==> src/rtl/popcount_pkg.sv <==
// Shared types and helpers for the frame popcount accumulator.
// sat_add works on a fixed 32-bit datapath; callers pass the real field width.
package popcount_pkg;

    localparam int unsigned SAT_W = 32;

    typedef enum logic {IDLE, ACCUM} pacc_state_e;

    function automatic int unsigned pop_width(input int unsigned data_width);
        return $clog2(data_width) + 1;
    endfunction

    // Returns {overflow, saturated_sum}; the sum is clamped to 2^width-1.
    function automatic logic [SAT_W:0] sat_add(input logic [SAT_W-1:0] a,
                                               input logic [SAT_W-1:0] b,
                                               input int unsigned      width);
        logic [SAT_W:0] sum;
        logic [SAT_W:0] max;
        sum = {1'b0, a} + {1'b0, b};
        max = ((SAT_W+1)'(1) << width) - (SAT_W+1)'(1);
        if (sum > max) begin
            return {1'b1, max[SAT_W-1:0]};
        end
        return sum;
    endfunction

endpackage

==> src/rtl/bit_counter.sv <==
// Combinational population count; result split as {carry_out, data_out}
// so an all-ones word reports DATA_WIDTH through the carry bit.
module bit_counter #(
    parameter int INPUTBITWIDTH = 16
) (
    input  logic [INPUTBITWIDTH-1:0]         data_in,
    output logic [$clog2(INPUTBITWIDTH)-1:0] data_out,
    output logic                             carry_out
);

    localparam int CW = $clog2(INPUTBITWIDTH) + 1;

    logic [CW-1:0] cnt;

    always_comb begin
        cnt = '0;
        for (int i = 0; i < INPUTBITWIDTH; i++) begin
            cnt = cnt + CW'(data_in[i]);
        end
    end

    assign {carry_out, data_out} = cnt;

endmodule

==> src/rtl/popcount_accumulator.sv <==
// Accumulates per-word popcounts across a frame and presents a buffered
// {count, beats, sat} result per frame on a valid/ready output.
//
// state | meaning
// IDLE  | no partial frame held (beats == 0)
// ACCUM | at least one word of the current frame accepted
module popcount_accumulator
    import popcount_pkg::*;
#(
    parameter int DATA_WIDTH = 16,
    parameter int ACC_WIDTH  = 16,
    parameter int BEAT_WIDTH = 8
) (
    input  logic                  clk,
    input  logic                  rst_n,
    input  logic                  clear,
    input  logic                  in_valid,
    output logic                  in_ready,
    input  logic [DATA_WIDTH-1:0] in_data,
    input  logic                  in_last,
    output logic                  out_valid,
    input  logic                  out_ready,
    output logic [ACC_WIDTH-1:0]  out_count,
    output logic [BEAT_WIDTH-1:0] out_beats,
    output logic                  out_sat
);

    localparam int POP_W = pop_width(DATA_WIDTH);

    pacc_state_e           state_q, state_d;
    logic [ACC_WIDTH-1:0]  acc_q, acc_d;
    logic [BEAT_WIDTH-1:0] beats_q, beats_d;
    logic                  sat_q, sat_d;
    logic                  out_valid_q, out_valid_d;
    logic [ACC_WIDTH-1:0]  out_count_q, out_count_d;
    logic [BEAT_WIDTH-1:0] out_beats_q, out_beats_d;
    logic                  out_sat_q, out_sat_d;

    logic [POP_W-1:0]      pop;
    logic [SAT_W:0]        acc_add;
    logic [SAT_W:0]        beats_add;
    logic [ACC_WIDTH-1:0]  acc_next;
    logic [BEAT_WIDTH-1:0] beats_next;
    logic                  sat_next;
    logic                  in_fire;
    logic                  out_fire;
    logic                  acc_fire;

    bit_counter #(
        .INPUTBITWIDTH(DATA_WIDTH)
    ) u_bit_counter (
        .data_in  (in_data),
        .data_out (pop[POP_W-2:0]),
        .carry_out(pop[POP_W-1])
    );

    assign in_ready = !out_valid_q || out_ready;
    assign in_fire  = in_valid && in_ready;
    assign out_fire = out_valid_q && out_ready;
    // A word handshaken during clear is consumed but contributes nothing.
    assign acc_fire = in_fire && !clear;

    always_comb begin
        acc_add    = sat_add(SAT_W'(acc_q), SAT_W'(pop), ACC_WIDTH);
        beats_add  = sat_add(SAT_W'(beats_q), SAT_W'(1), BEAT_WIDTH);
        acc_next   = acc_add[ACC_WIDTH-1:0];
        beats_next = beats_add[BEAT_WIDTH-1:0];
        // Any bit above the field width also counts as an overflow.
        sat_next   = sat_q
                   | acc_add[SAT_W]   | (|acc_add[SAT_W-1:ACC_WIDTH])
                   | beats_add[SAT_W] | (|beats_add[SAT_W-1:BEAT_WIDTH]);
    end

    always_comb begin
        state_d     = state_q;
        acc_d       = acc_q;
        beats_d     = beats_q;
        sat_d       = sat_q;
        out_valid_d = out_valid_q;
        out_count_d = out_count_q;
        out_beats_d = out_beats_q;
        out_sat_d   = out_sat_q;

        if (out_fire) begin
            out_valid_d = 1'b0;
        end

        if (clear) begin
            state_d = IDLE;
            acc_d   = '0;
            beats_d = '0;
            sat_d   = 1'b0;
        end else if (acc_fire) begin
            if (in_last) begin
                state_d     = IDLE;
                acc_d       = '0;
                beats_d     = '0;
                sat_d       = 1'b0;
                out_valid_d = 1'b1;
                out_count_d = acc_next;
                out_beats_d = beats_next;
                out_sat_d   = sat_next;
            end else begin
                state_d = ACCUM;
                acc_d   = acc_next;
                beats_d = beats_next;
                sat_d   = sat_next;
            end
        end
    end

    always_ff @(posedge clk or negedge rst_n) begin
        if (!rst_n) begin
            state_q     <= IDLE;
            acc_q       <= '0;
            beats_q     <= '0;
            sat_q       <= 1'b0;
            out_valid_q <= 1'b0;
            out_count_q <= '0;
            out_beats_q <= '0;
            out_sat_q   <= 1'b0;
        end else begin
            state_q     <= state_d;
            acc_q       <= acc_d;
            beats_q     <= beats_d;
            sat_q       <= sat_d;
            out_valid_q <= out_valid_d;
            out_count_q <= out_count_d;
            out_beats_q <= out_beats_d;
            out_sat_q   <= out_sat_d;
        end
    end

    assign out_valid = out_valid_q;
    assign out_count = out_count_q;
    assign out_beats = out_beats_q;
    assign out_sat   = out_sat_q;

    // The beat counter saturates rather than wraps, so it is never 0 in ACCUM.
    a_state_matches_beats: assert property (@(posedge clk) disable iff (!rst_n)
        (state_q == ACCUM) == (beats_q != '0));

endmodule
==> config.mk <==
export PLATFORM = sky130hd
export DESIGN_NAME = popcount_accumulator
export DESIGN_NICKNAME = d
export VERILOG_FILES = /design/src/rtl/popcount_pkg.sv /design/src/rtl/bit_counter.sv /design/src/rtl/popcount_accumulator.sv
export SDC_FILE = /design/constraint.sdc
export NUM_CORES = 1
export LEC_CHECK = 0
export ABC_AREA = 0
export BUFFER_PORTS_ARGS = -buffer_cell sky130_fd_sc_hd__buf_2
export CORE_MARGIN = 2
export CORE_UTILIZATION = 50
export DETAILED_ROUTE_END_ITERATION = 16
export GPL_TIMING_DRIVEN = 0
export PLACE_DENSITY = 0.72
export SLEW_MARGIN = 20
export SYNTH_ARGS = -nofsm -noshare
export SYNTH_HDL_FRONTEND = slang
export SYNTH_SLANG_ARGS = --single-unit
==> constraint.sdc <==
create_clock -name clk -period 6.4 [get_ports clk]
set_input_delay 0.64 -clock clk [delete_from_list [all_inputs] [get_ports clk]]
set_output_delay 0.64 -clock clk [all_outputs]
set_load 0.1 [all_outputs]
Yosys cells after proc, flatten, opt, wreduce, memory -nomap -nowiden

Cells that the tools add are included.

Register bits after elaboration: 51
Bits of input ports: 22
Output and inout port bits: 27
Logic and storage cells: 60

$add $sub $neg: 17
Order comparisons: 2
Mux-type cells: 19
Bitwise logic cells: 5
Reduce and logical (&&, ||, !) cells: 10

Operator list:

| operator             | count |
|---|---|
| $mux 33              | 4 |
| $add 5x1->5          | 14 |
| $mux 16              | 3 |
| $mux 8               | 3 |
| $reduce_or 24->1     | 1 |
| $add 16x5->17        | 1 |
| $gt 17x16->1 const B | 1 |
| $reduce_or 16->1     | 1 |
| $add 8x1->9 const B  | 1 |
| $gt 9x8->1 const B   | 1 |
| $mux 1               | 9 |
| $or 1x1->1           | 4 |
| $logic_and 1x1->1    | 3 |
| $reduce_and 3->1     | 1 |
| $add 1x1->2          | 1 |
| $logic_not 1->1      | 2 |
| $reduce_bool 2->1    | 1 |
| $logic_or 1x1->1     | 1 |
| $not 1->1            | 1 |

Logic depth before layout (Yosys ltp)

Gate-level depths: netlist of the first run.

Depth after elaboration: 26
Depth in mapped cells: 20
Mapped depth without buffers: 19

Modules after synthesis

A second synthesis of the first run with hierarchy kept.

Cells, all modules: 353
Area total of the unflattened synthesis: 3,295.7 sq um

By module, submodules not included:

| module               | instances | cells each | area an instance (sq um) | sequential area each (sq um) |
|---|---|---|---|---|
| popcount_accumulator | 1         | 306        | 2,887.8                  | 1,276.2 |
| bit_counter          | 1         | 47         | 407.9                    | 0.0 |

Least setup slack after synthesis of the first run

No wires, ideal clock.

Path type: input-to-reg
From: input in_data[0]
To: register acc_q[2]
Library setup time: 0.064 ns
Arrival time: 5.405 ns
Data required time: 6.336 ns
Path slack: 0.930 ns
Cell stages on the path: 15
Buffers on the path: 1
Path through: ha_1 inv_1 fa_1 fa_1 fa_1 fa_1 fa_1 fa_1 fa_1 and2b_1 o2111ai_2 a2111o_1 buf_6 a21oi_1 a21o_1

Cells in the longest elaborated chain, start to end: 22

RTL lines:

| what                         | RTL line                    | RTL |
|---|---|---|
| start, declared              | popcount_accumulator.sv:19  | `input logic [DATA_WIDTH-1:0] in_data,` |
| $add 1x1->2 *                | bit_counter.sv:18           | `cnt = cnt + CW'(data_in[i]);` |
| $add 5x1->5 * (14 in series) | bit_counter.sv:18           |  |
| $add 16x5->17 *              | popcount_pkg.sv:19          | `sum = {1'b0, a} + {1'b0, b};` |
| $gt 17x16->1                 | popcount_pkg.sv:21          | `if (sum > max) begin` |
| $mux 1                       | popcount_pkg.sv:21          |  |
| $mux 33 *                    | popcount_pkg.sv:24          | `return sum;` |
| $mux 16 *                    | popcount_accumulator.sv:94  | `if (in_last) begin` |
| $mux 16 *                    | popcount_accumulator.sv:93  | `end else if (acc_fire) begin` |
| $mux 16 *                    | popcount_accumulator.sv:88  | `if (clear) begin` |
| end signal, assigned         | popcount_accumulator.sv:115 | `acc_q <= '0;` |
| end signal, assigned         | popcount_accumulator.sv:124 | `acc_q <= acc_d;` |
| end, declared                | popcount_accumulator.sv:31  | `logic [ACC_WIDTH-1:0] acc_q, acc_d;` |

Every way passes the cells marked *; elsewhere a longest branch is shown, timed or not. The select of a mux whose other input is x is not followed.
A chain may end at the register's enable or synchronous reset.

Final worst setup path of the first run

From: input in_data[0]
To: register out_count_q[11], in the netlist out_count[11]

Cells in the longest elaborated chain, start to end: 19

RTL lines:

| what                         | RTL line                    | RTL |
|---|---|---|
| $add 1x1->2 *                | bit_counter.sv:18           |  |
| $add 5x1->5 * (14 in series) | bit_counter.sv:18           |  |
| $add 16x5->17 *              | popcount_pkg.sv:19          |  |
| $gt 17x16->1                 | popcount_pkg.sv:21          |  |
| $mux 1                       | popcount_pkg.sv:21          |  |
| $mux 33 *                    | popcount_pkg.sv:24          |  |
| end signal, assigned         | popcount_accumulator.sv:128 | `out_count_q <= out_count_d;` |
| end, declared                | popcount_accumulator.sv:35  | `logic [ACC_WIDTH-1:0] out_count_q, out_count_d;` |

Every way passes the cells marked *; elsewhere a longest branch is shown, timed or not.

==> flow_summary.yaml, run 1 <==
run_status:
  outcome: "completed"
power_and_ir_drop:
  sw_frac_of_total_pct: 47.6
  switching_power_mw: 0.575
  internal_power_mw: 0.634
  static-leakage-power_nw: 1.75
  power_per_cell_area_mw_per_mm2: 331
  peakVddDrop_v: 0.000208
  gate_power_share_pct: 51.1
  power_frac_clock_pct: 17.1
  sequential_fraction_of_design_power_pct: 31.8
routing:
  detail_route_antenna_nets: 0
  avgRoutedWirePerCell_microns: 15.4
  number_of_vias_after_detailed_routing: 2670
  drc: 0
  detail_route.first_pass.iterations: 4
  met1_length_mm: 3.55
  wl_met3_microns: 333
  initialDrtViolationCount: 160
  drt-vias-per-instance: 5.71
  topRoutingLayerUsed: "met4"
  finalWirelength_mm: 7.23
  detailroute.wirelength.met2_mm: 3.25
die:
  initial_core_util_pct: 51.1
  dieArea_sq_mm: 0.00707
  core_area_sq_mm: 0.00628
  io_pins: 49
  die-height_microns: 84.1
  std_cell_rows: 29
  die_width_microns: 84.1
sta:
  worst-slew-pin-transition_ns: 0.670
  maxSlewViolCount: 0
  final-setup-viol-count: 0
  fmax_mhz: 175
  finalWorstPathRequiredPeriod_ns: 5.72
  timing.clock.skew_ns: 0.00557
  timing.final.hold_violations: 0
  layout_worst_path_cycle_share_pct: 89.4
  rsz0062_at_grt: "no"
  fin_setup_tns_ns: 0
  max-slew-margin-rel_pct: 55.3
logic_synthesis:
  synth_seq_area_share_pct: 39.8
  post_synth_instance_area_sq_mm: 0.00321
  synthesis.yosys.warnings: 0
  number_of_enable_type_register_cells_in_the_synthesized_netlist: 0
  synthTopCellsByCount: "sky130_fd_sc_hd__dfrtp_1, sky130_fd_sc_hd__inv_1, sky130_fd_sc_hd__a21oi_1"
  yosys_most_used_dff: "sky130_fd_sc_hd__dfrtp_1"
  yosys.area.top_type_share_pct: 39.8
  synthesis.nets: 380
  ys_top_cells_by_area: "sky130_fd_sc_hd__dfrtp_1, sky130_fd_sc_hd__fa_1, sky130_fd_sc_hd__a21oi_1, sky130_fd_sc_hd__ha_1, sky130_fd_sc_hd__o21ai_0"
  async_flop_share_pct: 100
  post-synth-top-count-cell: "sky130_fd_sc_hd__dfrtp_1"
  syn-mean-instance-area_sq_um: 9.57
  synth_cell_types: 53
  synthesis.instances: 335
  post_synthesis_sequential_element_count: 51
  yosysTopAreaCell: "sky130_fd_sc_hd__dfrtp_1"
layout:
  total_inserted_antenna_cells: 0
  multi_input_comb_area_sq_mm: 0.00174
  final_nets: 435
  fillerInstances: 569
  fin_area_sq_mm: 0.00365
  layout-drive-gt1-share_pct: 18.4
  areaGrowthSynthToFinish_pct: 13.8
  seq_area_sq_mm: 0.00128
  finalCoreUtilization_pct: 58.1
run:
  timing.max_cap.violations: 0
global_route:
  vias_in_the_first_global_route: 2525
  initial_antenna_violation_count: 0
  grt-ovfl-total: 0
  grt_start_max_net_pins: 52
  grt_pass1_wl_mm: 12.3
  grt_overall_usage_pct: 21.5
clocking:
  cts_tree: "done"
  post_cts.resized_instances: 0
  insertion_delay_ns: 0.31
  cts.htree.levels: 2
  cts_made_buffers: 5
  cts-root-buf: "sky130_fd_sc_hd__clkbuf_8"
  cts.reportedPaths.clkPinSlew_ns: 0.09
  cts_post_setup_buffers_inserted: 0
  cts_hold_buf: 0
  max-clock-path-buffers: 2
  tritoncts_sink_count: 51
setup_path:
  worst_setup_path_start_kind: "primary input"
  crit_family: "adder cells"
  timing.critical_path.mode_cell: "sky130_fd_sc_hd__fa_1"
  critPathMaxStageDelay_ns: 0.66
  critical_path_required_ns: 6.63
  worstPathCellList: "buf_2 > ha_1 > inv_1 > fa_1 > fa_1 > fa_1 > fa_1 > fa_1 > fa_1 > fa_1 > and2b_1 > o2111ai_2 > a2111oi_2 > nor2_1 > a21oi_1"
  worst_ep_arrival_time_ns: 5.96
  critical-path-slowest-cell: "sky130_fd_sc_hd__a2111oi_2"
  end_kind: "register"
  timing.setup.critical_path_class: "primary input to register"
  crit_buf_inv: 2
  worstPathMaxFanout: 7
worst_hold_path:
  hold_path.class: "primary input to asynchronous set/reset pin"
place:
  place.detailed.hpwl_mm: 5.22
  count_of_port_buffers_added_during_placement: 48
  placedInstanceArea_sq_mm: 0.00354
  routabilityCongestion: 0.880
==> power groups by stage <==
stage	Sequential (mW)	Combinational (mW)	Clock, mW
2_1_floorplan	0.626	0.271	0
3_3_place_gp	0.390	0.609	0
3_5_place_dp	0.392	0.622	0
4_1_cts	0.385	0.625	0.210
5_1_grt	0.390	0.678	0.222
6_report	0.384	0.618	0.207
==> cells in the final DEF (no fill, tap or decap), types with 2 or more instances in the layout <==
master / count
sky130_fd_sc_hd__o31ai_1: 7
sky130_fd_sc_hd__inv_1: 31
sky130_fd_sc_hd__clkbuf_1: 6
sky130_fd_sc_hd__ha_1: 12
sky130_fd_sc_hd__dfrtp_1: 51
sky130_fd_sc_hd__o2bb2ai_1: 2
sky130_fd_sc_hd__o21a_1: 3
sky130_fd_sc_hd__o211a_1: 2
sky130_fd_sc_hd__a21o_1: 10
sky130_fd_sc_hd__buf_2: 52
sky130_fd_sc_hd__nor2_1: 25
sky130_fd_sc_hd__nor3_1: 3
sky130_fd_sc_hd__xor2_1: 6
sky130_fd_sc_hd__a31oi_1: 12
sky130_fd_sc_hd__clkbuf_8: 7
sky130_fd_sc_hd__o21ai_0: 25
sky130_fd_sc_hd__xnor2_1: 10
sky130_fd_sc_hd__nand4_1: 2
sky130_fd_sc_hd__nand2_1: 19
sky130_fd_sc_hd__a22o_1: 9
sky130_fd_sc_hd__and2_1: 3
sky130_fd_sc_hd__nand3_1: 5
sky130_fd_sc_hd__a41o_1: 2
sky130_fd_sc_hd__and3_1: 4
sky130_fd_sc_hd__and4_1: 5
sky130_fd_sc_hd__a21oi_1: 30
sky130_fd_sc_hd__o211ai_1: 2
sky130_fd_sc_hd__nand2b_1: 3
sky130_fd_sc_hd__o2111ai_1: 3
sky130_fd_sc_hd__and4b_1: 2
sky130_fd_sc_hd__buf_1: 2
sky130_fd_sc_hd__nor2b_1: 2
sky130_fd_sc_hd__fa_1: 11
==> cells by family after synthesis <==
logic type	Yosys count	synth area share, %
xor+xnor	16	4.37
simple gates	84	14.3
buf+inv	46	5.85
mux	2	0.664
compound gates	113	23.5
flops	51	39.8
fa+ha+maj	23	11.6
==> state kept, by name, indices dropped and copies added, names as in the netlist <==
signal and cells:
out_beats 8, beats_q 8, sat_q 1, acc_q 16, out_count 16, out_sat 1, out_valid 1
==> layer usage <==
layer,global-route usage (%),vias to the layer above
met2,31.2,72
met5,0,-
li1,-,1302
met4,6.30,0
met1,34.0,1288
met3,2.27,8
==> path summary, 6_finish.rpt <==
path	start	end	slack (ns)	depth (start not counted)
min in group clk	out_count[0]	out_count[0]	0.49	2
hold reg to reg	out_count[0]	out_count[0]	0.49	2
setup reg to reg	acc_q[0]	out_count[11]	3.74	8
hold / removal	rst_n	beats_q[5]	0.34	1
setup / recovery	in_data[0]	out_count[11]	0.68	15
max in group asynchronous	rst_n	acc_q[10]	5.61	1
==> through the flow <==
step	setup slack (ns)	power, mW	instances	hold WS [ns]
floorplan	0.930	0.897	335	0.344
CTS	0.652	1.22	468	0.383
finish	0.678	1.21	468	0.344
global placement	0.455	0.999	460	0.468
global route	0.422	1.29	468	0.397
detailed placement	0.336	1.01	460	0.469
==> cell type report <==
class / count / share of cell area, %
well taps: 77 / 2.64
plain buffers: 15 / 1.95
clock buffers: 7 / 2.64
repair buffers: 48 / 6.65
inverters: 31 / 3.19
flip-flops and latches: 51 / 35.0
multi-input cells: 238 / 47.7
clock inverters: 1 / 0.206
Note: power is estimated with default switching activity, not from simulation.
==> inputs of run 2 (changes only) <==
Settings changed: CORE_UTILIZATION 50 to 40, PLACE_DENSITY 0.72 to unset.
==> run 2 against run 1 <==
  * Combinational power about the same
  * Hold slack gained 0.00068 ns
  * Clock power fell by 8%
  * Critical path depth did not move
  * Die area up 24%
  * Wire length up 1.3%
  * Fmax rose by 0.21%
  * Clock skew hardly changed
  * Global-route usage decreased by 3.4 points
  * Sequential share of layout area decreased by 0.16 points
==> flow_summary.yaml, run 2 (synthesis gave the netlist of run 1 again) <==
run_status:
  outcome: "completed"
clocking:
  cts.reportedPaths.clkPinSlew_ns: 0.10
  cts_hold_buf: 0
  tritoncts_sink_count: 51
  post_cts.resized_instances: 0
  cts_tree: "done"
  cts_post_setup_buffers_inserted: 0
  max-clock-path-buffers: 2
  cts-root-buf: "sky130_fd_sc_hd__clkbuf_8"
  cts_made_buffers: 5
  insertion_delay_ns: 0.31
  cts.htree.levels: 2
global_route:
  grt-ovfl-total: 0
  initial_antenna_violation_count: 0
  grt_pass1_wl_mm: 12.6
  grt_overall_usage_pct: 18.1
  vias_in_the_first_global_route: 2504
  grt_start_max_net_pins: 52
setup_path:
  critical-path-slowest-cell: "sky130_fd_sc_hd__a2111oi_2"
  worst_ep_arrival_time_ns: 5.95
  timing.setup.critical_path_class: "primary input to register"
  worstPathCellList: "buf_2 > ha_1 > inv_1 > fa_1 > fa_1 > fa_1 > fa_1 > fa_1 > fa_1 > fa_1 > and2b_1 > o2111ai_2 > a2111oi_2 > nor2_1 > a21oi_1"
  ff2ff_path_depth: 8
  timing.critical_path.mode_cell: "sky130_fd_sc_hd__fa_1"
  worstReg2RegStart: "acc_q[0]"
  worst_setup_path_start_kind: "primary input"
  startpoint: "in_data[0]"
  worstPathMaxFanout: 7
  critical_path_required_ns: 6.64
  critPathMaxStageDelay_ns: 0.63
  end_kind: "register"
place:
  routabilityCongestion: 0.861
  count_of_port_buffers_added_during_placement: 48
  place.detailed.hpwl_mm: 5.29
  placedInstanceArea_sq_mm: 0.00358
power_and_ir_drop:
  static-leakage-power_nw: 1.74
  power_per_cell_area_mw_per_mm2: 327
  totalPowerFinal_mw: 1.20
  peakVddDrop_v: 0.000312
sta:
  fin_setup_tns_ns: 0
  maxSlewViolCount: 0
  max-slew-margin-rel_pct: 48.5
  timing.final.hold_violations: 0
  timing.clock.skew_ns: 0.00536
  rsz0062_at_grt: "no"
  worst-slew-pin-transition_ns: 0.772
  final-setup-viol-count: 0
  layout_worst_path_cycle_share_pct: 89.2
  fmax_mhz: 175
  finalWorstPathRequiredPeriod_ns: 5.71
die:
  core_area_sq_mm: 0.00773
  initial_core_util_pct: 41.5
  die-height_microns: 93.5
  die_width_microns: 93.5
  dieArea_sq_mm: 0.00875
  io_pins: 49
  std_cell_rows: 32
routing:
  finalWirelength_mm: 7.32
  initialDrtViolationCount: 193
  avgRoutedWirePerCell_microns: 14.8
  drt-vias-per-instance: 5.34
  detail_route_antenna_nets: 0
  number_of_vias_after_detailed_routing: 2634
  drc: 0
  detail_route.first_pass.iterations: 4
layout:
  fin_area_sq_mm: 0.00366
  layout-drive-gt1-share_pct: 18.4
  final_nets: 435
  layout.cells.most_common_list: "sky130_fd_sc_hd__buf_2, sky130_fd_sc_hd__dfrtp_1, sky130_fd_sc_hd__inv_1, sky130_fd_sc_hd__a21oi_1"
  total_inserted_antenna_cells: 0
  areaGrowthSynthToFinish_pct: 14.3
  final_common_cell: "sky130_fd_sc_hd__buf_2"
run:
  timing.max_cap.violations: 0
worst_hold_path:
  hold_path.class: "primary input to asynchronous set/reset pin"
==> run 2: cell types whose count changed in the layout (fill, tap and decap cells not counted) <==
cell	before	now
sky130_fd_sc_hd__clkinvlp_4	1	2
sky130_fd_sc_hd__clkinv_2	0	1
sky130_fd_sc_hd__clkbuf_8	7	5
==> run 2: layout make-up <==
type / instances / area, sq um
tap: 102 / 128
clock inverter: 3 / 20.0
inverter: 31 / 116
clock buffer: 5 / 68.8
timing repair buffer: 48 / 243
buffer: 15 / 71.3
multi-input combinational: 238 / 1740
sequential: 51 / 1280
fill: 783 / 4060
==> run 2: per-layer routing <==
| metal | GRT usage, % | vias to the layer above | share of wire [%] |
|---|---|---|---|
| li1 | - | 1302 | - |
| met3 | 2.50 | 8 | 4.4 |
| met2 | 27.2 | 64 | 45 |
| met4 | 5.02 | 0 | 1.2 |
| met1 | 27.1 | 1260 | 50 |
| met5 | 0 | - | 0 |
==> run 2: worst max-delay path, delay by kind of cell <==
| kind | cells | cell delay [ns] |
|---|---|---|
| AOI/OAI and AO/OA | 3 | 1.06 |
| adders and majority gates | 8 | 3.56 |
| and+or+nand+nor | 2 | 0.52 |
| buffers and inverters | 2 | 0.17 |
==> run 2: final timing paths <==
path,endpoint,slack (ns)
setup reg to reg,out_count[11],3.77
hold / removal,out_beats[7],0.34
setup / recovery,out_count[11],0.69
min in group clk,out_beats[7],0.50
max in group asynchronous,out_count[5],5.60
hold reg to reg,out_beats[7],0.50
==> run 2: stage by stage <==
stage | std cells | worst slack (ns) | utilization, % | hold slack, ns
3_5_place_dp | 485 | 0.349 | 46.3 | 0.465
6_report | 493 | 0.690 | 47.4 | 0.344
5_1_grt | 493 | 0.453 | 47.4 | 0.418
4_1_cts | 493 | 0.671 | 47.4 | 0.388
3_3_place_gp | 485 | 0.431 | 46.2 | 0.468
2_1_floorplan | 335 | 0.930 | - | 0.344
==> run 2: report_power, final <==
part	switching, mW	internal (mW)
clock network	0.114	0.0764
logic	0.448	0.173
registers	0.0220	0.363
==> inputs of run 3 (changes only) <==
Settings changed: ABC_AREA 0 to 1, GPL_ROUTABILITY_DRIVEN set to 0.
==> run 3 against run 2 <==
  * Non-clock buffer count decreased by 7
  * Fmax increased by 11%
  * Core utilization decreased by 0.18 points
  * Wire length decreased by 5.8%
  * Largest power group unchanged
  * Highest routed layer unchanged
==> flow_summary.yaml, run 3 <==
routing:
  drc: 0
  finalWirelength_mm: 6.90
  detail_route.first_pass.iterations: 4
  avgRoutedWirePerCell_microns: 11.9
  initialDrtViolationCount: 82
  detail_route_antenna_nets: 0
  number_of_vias_after_detailed_routing: 2722
  drt-vias-per-instance: 4.70
logic_synthesis:
  synth_seq_area_share_pct: 40.6
  post_synthesis_sequential_element_count: 51
  yosys_most_used_dff: "sky130_fd_sc_hd__dfrtp_1"
  yosys.area.top_type_share_pct: 40.6
  ys_top_cells_by_area: "sky130_fd_sc_hd__dfrtp_1, sky130_fd_sc_hd__nand2_1, sky130_fd_sc_hd__inv_1, sky130_fd_sc_hd__fa_1, sky130_fd_sc_hd__ha_1"
  synthesis.nets: 466
  synthTopCellsByCount: "sky130_fd_sc_hd__nand2_1, sky130_fd_sc_hd__inv_1, sky130_fd_sc_hd__dfrtp_1"
  syn-mean-instance-area_sq_um: 7.47
  synthesis.yosys.warnings: 0
  async_flop_share_pct: 100
  yosysTopAreaCell: "sky130_fd_sc_hd__dfrtp_1"
  post-synth-top-count-cell: "sky130_fd_sc_hd__nand2_1"
  post_synth_instance_area_sq_mm: 0.00315
  number_of_enable_type_register_cells_in_the_synthesized_netlist: 0
  synthesis.instances: 421
  synth_cell_types: 27
layout:
  total_inserted_antenna_cells: 0
  fillerInstances: 822
  finish.cell_count_without_fillers: 579
  layout-drive-gt1-share_pct: 14.3
  areaGrowthSynthToFinish_pct: 15.4
  final_nets: 521
  layout.cells.most_common_list: "sky130_fd_sc_hd__nand2_1, sky130_fd_sc_hd__inv_1, sky130_fd_sc_hd__dfrtp_1, sky130_fd_sc_hd__buf_2, sky130_fd_sc_hd__nand3_1"
  fin_area_sq_mm: 0.00363
  final_common_cell: "sky130_fd_sc_hd__nand2_1"
  finalCoreUtilization_pct: 47.2
power_and_ir_drop:
  peakVddDrop_v: 0.000107
  power_per_cell_area_mw_per_mm2: 293
  totalPowerFinal_mw: 1.06
  static-leakage-power_nw: 2.12
global_route:
  grt_pass1_wl_mm: 12.2
  vias_in_the_first_global_route: 2689
  initial_antenna_violation_count: 0
  grt_overall_usage_pct: 17.6
  grt-ovfl-total: 0
  grt_start_max_net_pins: 52
sta:
  finalWorstSetupSlack_ns: 1.26
  fmax_mhz: 195
  timing.clock.skew_ns: 0.00512
  layout_worst_path_cycle_share_pct: 80.3
  fin_setup_tns_ns: 0
  maxSlewViolCount: 0
  worst-slew-pin-transition_ns: 0.650
  hold_ws_ns: 0.352
  final-setup-viol-count: 0
  rsz0062_at_grt: "no"
  max-slew-margin-rel_pct: 56.6
  finalWorstPathRequiredPeriod_ns: 5.14
  timing.final.hold_violations: 0
setup_path:
  worst_flop_to_flop_path_endpoint: "acc_q[4]"
  critical_path_required_ns: 6.61
  reg2reg_slack_ns: 4.33
  worstPathMaxFanout: 4
  worst_ep_arrival_time_ns: 5.35
  worst_setup_path_start_kind: "primary input"
  setup.worst_path.end: "acc_q[15]"
  worstReg2RegStart: "acc_q[0]"
  startpoint: "in_data[0]"
  ff2ff_path_depth: 10
  timing.setup.critical_path_class: "primary input to register"
  end_kind: "register"
clocking:
  cts.reportedPaths.clkPinSlew_ns: 0.10
  tritoncts_sink_count: 51
  cts_tree: "done"
  cts.htree.levels: 2
  cts_post_setup_buffers_inserted: 0
  cts_hold_buf: 0
  insertion_delay_ns: 0.31
  cts-root-buf: "sky130_fd_sc_hd__clkbuf_8"
  post_cts.resized_instances: 0
  max-clock-path-buffers: 2
  cts_made_buffers: 5
die:
  die-height_microns: 92.7
  initial_core_util_pct: 40.9
  io_pins: 49
  core_area_sq_mm: 0.00769
  std_cell_rows: 32
  die_width_microns: 92.7
  dieArea_sq_mm: 0.00859
place:
  placedInstanceArea_sq_mm: 0.00352
  placed_cells: 571
  count_of_port_buffers_added_during_placement: 48
  place.detailed.hpwl_mm: 5.25
  pre_cts_ws_ns: 0.932
run_status:
  outcome: "completed"
run:
  timing.max_cap.violations: 0
worst_hold_path:
  hold_path.class: "primary input to asynchronous set/reset pin"
run 3: changes by cell type after synthesis, moves of 6 or more:
| cell | previous run | this run |
|---|---|---|
| sky130_fd_sc_hd__o31ai_1 | 7 | 0 |
| sky130_fd_sc_hd__a21oi_1 | 30 | 5 |
| sky130_fd_sc_hd__nand3_1 | 5 | 20 |
| sky130_fd_sc_hd__a21o_1 | 10 | 1 |
| sky130_fd_sc_hd__nor2_1 | 25 | 18 |
| sky130_fd_sc_hd__a22o_1 | 9 | 2 |
| sky130_fd_sc_hd__a31oi_1 | 12 | 0 |
| sky130_fd_sc_hd__inv_1 | 31 | 62 |
| sky130_fd_sc_hd__o21ai_0 | 25 | 19 |
| sky130_fd_sc_hd__nand2_1 | 19 | 181 |
run 3: cell families after synthesis:
group / count (synthesis) / share of synthesized area (%)
xor+xnor: 11 / 3.06
buf+inv: 71 / 8.83
compound gates: 32 / 5.73
flops: 51 / 40.6
simple gates: 233 / 30.1
fa+ha+maj: 23 / 11.8
run 3: worst min path at each step:
stage	cells past startpoint	to	from	slack, ns
floorplan	0	acc_q[0]	rst_n	0.34
global placement	2	out_beats[6]	out_beats[6]	0.46
detailed placement	2	out_count[10]	out_count[10]	0.46
CTS	1	out_beats[7]	rst_n	0.37
global route	1	out_count[1]	rst_n	0.40
finish	1	out_beats[7]	rst_n	0.35
run 3: critical path, cell delays in order:
cell and delay [ns]:
sky130_fd_sc_hd__buf_2 0.10, sky130_fd_sc_hd__ha_1 0.28, sky130_fd_sc_hd__inv_1 0.07, sky130_fd_sc_hd__fa_1 0.44, sky130_fd_sc_hd__fa_1 0.50, sky130_fd_sc_hd__fa_1 0.53, sky130_fd_sc_hd__fa_1 0.42, sky130_fd_sc_hd__fa_1 0.41
sky130_fd_sc_hd__fa_1 0.41, sky130_fd_sc_hd__xnor2_1 0.15, sky130_fd_sc_hd__ha_1 0.34, sky130_fd_sc_hd__a21oi_1 0.14, sky130_fd_sc_hd__nand2_1 0.13, sky130_fd_sc_hd__a21oi_1 0.35, sky130_fd_sc_hd__nor2_1 0.13, sky130_fd_sc_hd__nand3b_1 0.11
sky130_fd_sc_hd__nand3_1 0.09, sky130_fd_sc_hd__nand2_1 0.07, sky130_fd_sc_hd__nand2_1 0.04
run 3: layout make-up:
class / count / area (sq um) / area share (%)
multi-input cells: 299 / 1590 / 43.9
flip-flops and latches: 51 / 1280 / 35.1
repair buffers: 48 / 243 / 6.68
inverters: 63 / 236 / 6.51
well taps: 102 / 128 / 3.51
clock buffers: 5 / 68.8 / 1.89
clock inverters: 3 / 46.3 / 1.27
plain buffers: 8 / 41.3 / 1.14
run 3: where the power goes:
group / switching, mW / total (mW) / internal (mW)
sequential: 0.0148 / 0.362 / 0.347
combinational: 0.319 / 0.466 / 0.147
clock: 0.119 / 0.237 / 0.118
run 3: metal layers:
layer  GRT usage, %  wire length, microns  up-vias
met1           22.6                  3240     1278
li1               -                     -     1400
met4           3.55                    66        0
met5              0                     0        -
met3           2.85                   232        6
met2           31.4                  3360       38
